==> src/rtl/xrt_cell_sched.sv <==
// Round-robin scheduler that time-shares one external combinational xRT cell
// between two requesters, feeding one 6-bit slice per cycle and gathering o6/o5.
module xrt_cell_sched #(
  parameter int SLICES = 8
) (
  input  logic                  clk,
  input  logic                  rst_n,
  input  logic [1:0]            req_valid,
  output logic [1:0]            req_ready,
  input  logic [1:0]            req_chain,
  input  logic [6*SLICES-1:0]   req_job0,
  input  logic [6*SLICES-1:0]   req_job1,
  output logic [1:0]            rsp_valid,
  output logic [SLICES-1:0]     rsp_result,
  output logic                  rsp_carry,
  output logic                  busy,
  output logic [5:0]            cell_i,
  input  logic                  cell_o5,
  input  logic                  cell_o6
);

  localparam int KW = (SLICES > 1) ? $clog2(SLICES) : 1;
  localparam logic [KW-1:0] K_LAST = KW'(SLICES - 1);

  typedef enum logic [1:0] {
    ST_IDLE = 2'd0,
    ST_RUN  = 2'd1,
    ST_DONE = 2'd2
  } state_e;

  state_e               state_q;
  logic                 rr_last_q;
  logic                 owner_q;
  logic                 chain_q;
  logic [6*SLICES-1:0]  job_q;
  logic [KW-1:0]        k_q;
  logic [SLICES-1:0]    result_q;
  logic [1:0]           rsp_valid_q;
  logic [SLICES-1:0]    rsp_result_q;
  logic                 rsp_carry_q;
  logic                 busy_q;
  logic [5:0]           cell_i_q;

  logic [1:0]           grant_s;
  logic [6*SLICES-1:0]  job_sel_s;
  logic                 chain_sel_s;
  logic [6*SLICES-1:0]  job_next_s;
  logic [5:0]           slice_next_s;
  logic [SLICES-1:0]    result_d;

  // Arbitration: a lone requester wins; on contention the one not served last wins.
  always_comb begin
    grant_s = 2'b00;
    if (state_q == ST_IDLE) begin
      case (req_valid)
        2'b01:   grant_s = 2'b01;
        2'b10:   grant_s = 2'b10;
        2'b11:   grant_s = rr_last_q ? 2'b01 : 2'b10;
        default: grant_s = 2'b00;
      endcase
    end else begin
      grant_s = 2'b00;
    end
  end

  // Winner's job/chain selection and next-slice datapath.
  always_comb begin
    job_sel_s   = grant_s[1] ? req_job1 : req_job0;
    chain_sel_s = grant_s[1] ? req_chain[1] : req_chain[0];
    // job_q shifts down one slice per RUN cycle, so the next slice sits in bits [11:6].
    job_next_s   = job_q >> 6;
    slice_next_s = job_next_s[5:0];
    if (chain_q) begin
      slice_next_s[5] = cell_o5;
    end else begin
      slice_next_s[5] = job_next_s[5];
    end
    result_d       = result_q;
    result_d[k_q]  = cell_o6;
  end

  // Scheduler FSM with all outputs registered.
  always_ff @(posedge clk) begin
    if (!rst_n) begin
      state_q      <= ST_IDLE;
      rr_last_q    <= 1'b1;
      owner_q      <= 1'b0;
      chain_q      <= 1'b0;
      job_q        <= '0;
      k_q          <= '0;
      result_q     <= '0;
      rsp_valid_q  <= 2'b00;
      rsp_result_q <= '0;
      rsp_carry_q  <= 1'b0;
      busy_q       <= 1'b0;
      cell_i_q     <= 6'd0;
    end else begin
      case (state_q)
        ST_IDLE: begin
          rsp_valid_q <= 2'b00;
          if (grant_s != 2'b00) begin
            job_q     <= job_sel_s;
            chain_q   <= chain_sel_s;
            owner_q   <= grant_s[1];
            rr_last_q <= grant_s[1];
            k_q       <= '0;
            cell_i_q  <= job_sel_s[5:0];
            busy_q    <= 1'b1;
            state_q   <= ST_RUN;
          end else begin
            cell_i_q  <= 6'd0;
            busy_q    <= 1'b0;
          end
        end
        ST_RUN: begin
          result_q <= result_d;
          job_q    <= job_next_s;
          if (k_q == K_LAST) begin
            k_q          <= '0;
            rsp_result_q <= result_d;
            rsp_carry_q  <= cell_o5;
            rsp_valid_q  <= owner_q ? 2'b10 : 2'b01;
            cell_i_q     <= 6'd0;
            state_q      <= ST_DONE;
          end else begin
            k_q      <= k_q + KW'(1);
            cell_i_q <= slice_next_s;
          end
        end
        ST_DONE: begin
          rsp_valid_q <= 2'b00;
          busy_q      <= 1'b0;
          cell_i_q    <= 6'd0;
          state_q     <= ST_IDLE;
        end
        default: begin
          rsp_valid_q <= 2'b00;
          busy_q      <= 1'b0;
          cell_i_q    <= 6'd0;
          state_q     <= ST_IDLE;
        end
      endcase
    end
  end

  assign req_ready  = grant_s;
  assign rsp_valid  = rsp_valid_q;
  assign rsp_result = rsp_result_q;
  assign rsp_carry  = rsp_carry_q;
  assign busy       = busy_q;
  assign cell_i     = cell_i_q;

endmodule

==> config.mk <==
export PLATFORM = sky130hd
export DESIGN_NAME = xrt_cell_sched
export DESIGN_NICKNAME = d
export VERILOG_FILES = /design/src/rtl/xrt_cell_sched.sv
export SDC_FILE = /design/constraint.sdc
export NUM_CORES = 1
export LEC_CHECK = 0
export BUFFER_PORTS_ARGS = -buffer_cell sky130_fd_sc_hd__buf_2
export CORE_MARGIN = 5
export CORE_UTILIZATION = 51
export DETAILED_ROUTE_END_ITERATION = 10
export GPL_ROUTABILITY_DRIVEN = 0
export PLACE_DENSITY = 0.8
export REMOVE_ABC_BUFFERS = 1
export SETUP_SLACK_MARGIN = 0.5
export SLEW_MARGIN = 20
export SYNTH_ARGS = -nofsm -noshare
export SYNTH_HDL_FRONTEND = slang
export SYNTH_SLANG_ARGS = --single-unit
==> constraint.sdc <==
create_clock -name clk -period 2.1 [get_ports clk]
set_input_delay 0.315 -clock clk [delete_from_list [all_inputs] [get_ports clk]]
set_output_delay 0.315 -clock clk [all_outputs]
set_load 0.03 [all_outputs]
==> summary.md <==
The run finished with clean final reports. The commonest cells after synthesis are 76 x dfxtp_1, 48 x mux2i_1, 32 x a211oi_1, 32 x and2_1. The run gives 2 as the number of buffers on the longest clock path. The classification of the worst setup path was flip-flop to output port.

Setup slack on the worst reg-to-reg path comes out at 470 ps. The first routing iteration left 237 violations. Synthesis instantiated 45 different standard cells from the library. The most utilized layer in the global route result was met2.

The pin slew with the least headroom to its limit was 1080 ps; the total via count after detailed routing was 3896. Global routing consumed, on the met1 layer, 27.5% of the routing resources. Across the whole layout, storage elements account for 1530 µm². The logs give 17900 µm for the global-route wire length before repair and 340 ps for the latest clock arrival within the worst-skew pair. For this block, the routed nets add up to 11100 µm of wire. In this run switching power makes up 27.6% of total power. The worst hold path cell count was 3. Dominant register cell in the synthesized netlist: dfxtp_1. For the signal arrival time at the worst endpoint, the log shows 1440 ps. The number of antenna diodes in the final layout is 0. The logs give 8.98 ps for the worst clock skew and 22.5% for the overall routing resource usage. The count of port buffers added during placement was 123.

The tree is rooted in a clkbuf_8. For met2 alone, demand over resource in global routing was 39.3%. The worst register-to-register path ends at job_q[19].

Max-slew violation total from the final report: 0. The tools report the type of element capturing the critical path as an output port. The synthesized flop and latch total was 76. The finished cells cover 5080 µm².

The tools report the maximum VDD drop as 0.362 mV. The maximum clock rate was 0.570 GHz; the number of antenna violations at the first check in global routing was 0. The worst pin sits at a relative slew slack of 27.4%.

The starting utilization of the core area is 51.9%. The end of the worst hold path was rsp_carry. The net switching power was 934 µW; the via count of the first global-routing pass was 3808.

Counting flops with a built-in enable in the synthesized netlist gives 0. Row generation in the floorplan step produced 32 rows. In this run, the combinational gates consume 18.8% of the power.

The cell count of the worst reg-to-reg path is 3. For the pin count of the biggest net entering global routing, the log shows 62. The share of synthesized flip-flops with an asynchronous set or reset came out at 0%. In the final layout, the multi-input gates occupy 2270 µm².

Summed over all layers, the global routing overflow is 0. Classification of the worst-slack hold path: primary input to flip-flop. Top cell type's share of synthesized area: 38.1%. Averaged over all synthesized cells, the footprint is 8.93 µm². Setup repair after global routing could not meet its margin everywhere. Sequential cells burn 47.4% of the power. The tools report the yosys synthesis warning count as 0. The clock share of power was 33.8%; the share of post-route cells with drive strength above 1 was 32.6%. For this design the ratio of total power to cell area is 666 nW/µm². By area the synthesized netlist is led by dfxtp_1 38%, mux2i_1 12%, and3b_1 6.6%, a211oi_1 6.0%, and2_1 5.0%. The logs give 2.24 nW for the leakage power of the design and 5 for the iteration count of the initial detailed-routing pass.

The share of the Yosys chip area taken by registers is 38.1%. The synthesized netlist occupies a cell area of 3990 µm². Clock transition at the register clock pins on the worst setup and hold paths after CTS: 70 ps. TritonCTS built the clock tree.

The run gives 124 as the I/O pin count. Worst-case setup slack after placement: 5.17 ps. Across all setup checks in the final design, the least slack found is 347 ps. In this run, CTS created clock tree buffers numbering 9. STA puts the critical path data required time at 1780 ps. The core region is 7690 µm². After legalization and detailed placement, the total HPWL measured 7670 µm. The tools report the worst min-delay path startpoint as cell_o5.

Once layout is complete, the utilization of the core stands at 66.1%. In the global route stage, met3 resource usage came out at 5.17%. The number of cells produced by synthesis was 447; the time the worst path needs with I/O delays and setup was 1750 ps. At the end of the flow, the number of nets in the layout was 674. In this run the critical register-to-register path is launched from state_q[0]. Hold is met by 228 ps.

CTS built an H-tree with a depth of 3. The tools report the startpoint class of the critical path as a flip-flop. Most common cell in the synthesized netlist: dfxtp_1. Measured along the y axis, the die boundary spans 98.5 µm. The area after detailed placement is 4730 µm².

The final hold violation count was 0; the per-cell via count in the routed design was 5.77. The mean routed wirelength per cell was 16.4 µm; the TritonCTS sink count was 76. Dividing the final minimum period by the clock period gives 83.5%.

The synthesized design spends more area on one cell type than any other, namely dfxtp_1. The reported max-cap violation count is 0. For this run, design rule violations remaining after detail routing come to 0. Of all nets on the critical path, the largest fanout is 3. In this run the remaining antenna-violating nets after routing total 0. The die covers 9700 µm².

Area growth from synthesis to layout: 27.4%. The horizontal die dimension was 98.5 µm; the setup violation total in the final timing report was 0. Counting the fill cells in the layout gives 632. The logs give 0 for the total of hold buffers inserted after clock tree synthesis and 2.45 mW for the internal power contribution.
-- cell usage in the layout (no fill, tap or decap), types with 17 or more instances in the layout --
cell      synthesis  routed
mux2i_1          48      48
buf_4             3      25
and3b_1          30      29
nand2_1          21      20
buf_2            11     122
o22ai_1          29      29
and2_1           32      31
o21ai_0          18      17
dfxtp_1          76      75
a21oi_1          20      20
a211oi_1         32      32
-- registers in the layout, summed over array words and instances (netlist names) --
| register | flops |
|---|---|
| rr_last_q | 1 |
| chain_q | 1 |
| rsp_carry | 1 |
| rsp_result | 8 |
| rsp_valid | 2 |
| cell_i | 6 |
| result_q | 8 |
| busy | 1 |
| owner_q | 1 |
| k_q | 3 |
| state_q | 2 |
| job_q | 42 |
-- routing by layer --
layer,wire (µm),share of wire [%]
met5,0,0
met4,240,2.2
met3,797,7.2
met2,5570,50
met1,4490,40
-- how the worst max path moves through the flow --
stage                 startpoint            to  slack [ps]  cells past startpoint
detailed placement  req_valid[1]     job_q[26]           5                      5
floorplan           req_valid[1]  req_ready[1]       -2150                      2
global route          state_q[0]  req_ready[1]         300                      6
CTS                   state_q[0]  req_ready[0]         290                      5
finish                state_q[0]  req_ready[0]         350                      5
global placement    req_valid[1]      job_q[6]         100                      5
-- cells by family after synthesis --
group,count (synthesis),share of synthesized area [%]
compound gates,137,23.1
simple gates,122,19.3
flops,76,38.1
buf+inv,61,6.55
mux,49,12.3
fa+ha+maj,2,0.627
-- power groups by stage --
stage	Clock [mW]	Combinational [mW]	Sequential, mW
2_1_floorplan	0	0.308	1.65
3_3_place_gp	0	0.562	1.63
3_5_place_dp	0	0.583	1.63
4_1_cts	1.15	0.620	1.60
5_1_grt	1.22	0.694	1.61
6_report	1.15	0.635	1.60
-- metrics by stage --
stage	power [mW]	setup TNS (ps)	std cells
floorplan	1.96	-95440	402
global placement	2.19	0	647
detailed placement	2.22	0	647
CTS	3.37	0	672
global route	3.53	0	675
finish	3.38	0	675
-- worst max-delay path, cell delays in order, from the launching register on --
cell,delay [ps]
dfxtp_4,370
buf_6,120
buf_8,110
nor2_4,130
and3_4,210
buf_4,160
-- final cells by class --
class,instances,share of cell area (%)
multi-input cells,311,44.6
clock inverters,4,0.935
well taps,102,2.51
clock buffers,12,3.05
inverters,16,1.18
repair buffers,154,17.7
flip-flops and latches,76,30.0
-- what timing repair did --
action                     in CTS  in global routing
setup buffers                   7                  3
resized for setup              11                 11
setup endpoints to repair      48                 66
cloned                          2                  0
pin swaps                       3                  2
No activity file was read; power rests on OpenSTA's default activity.
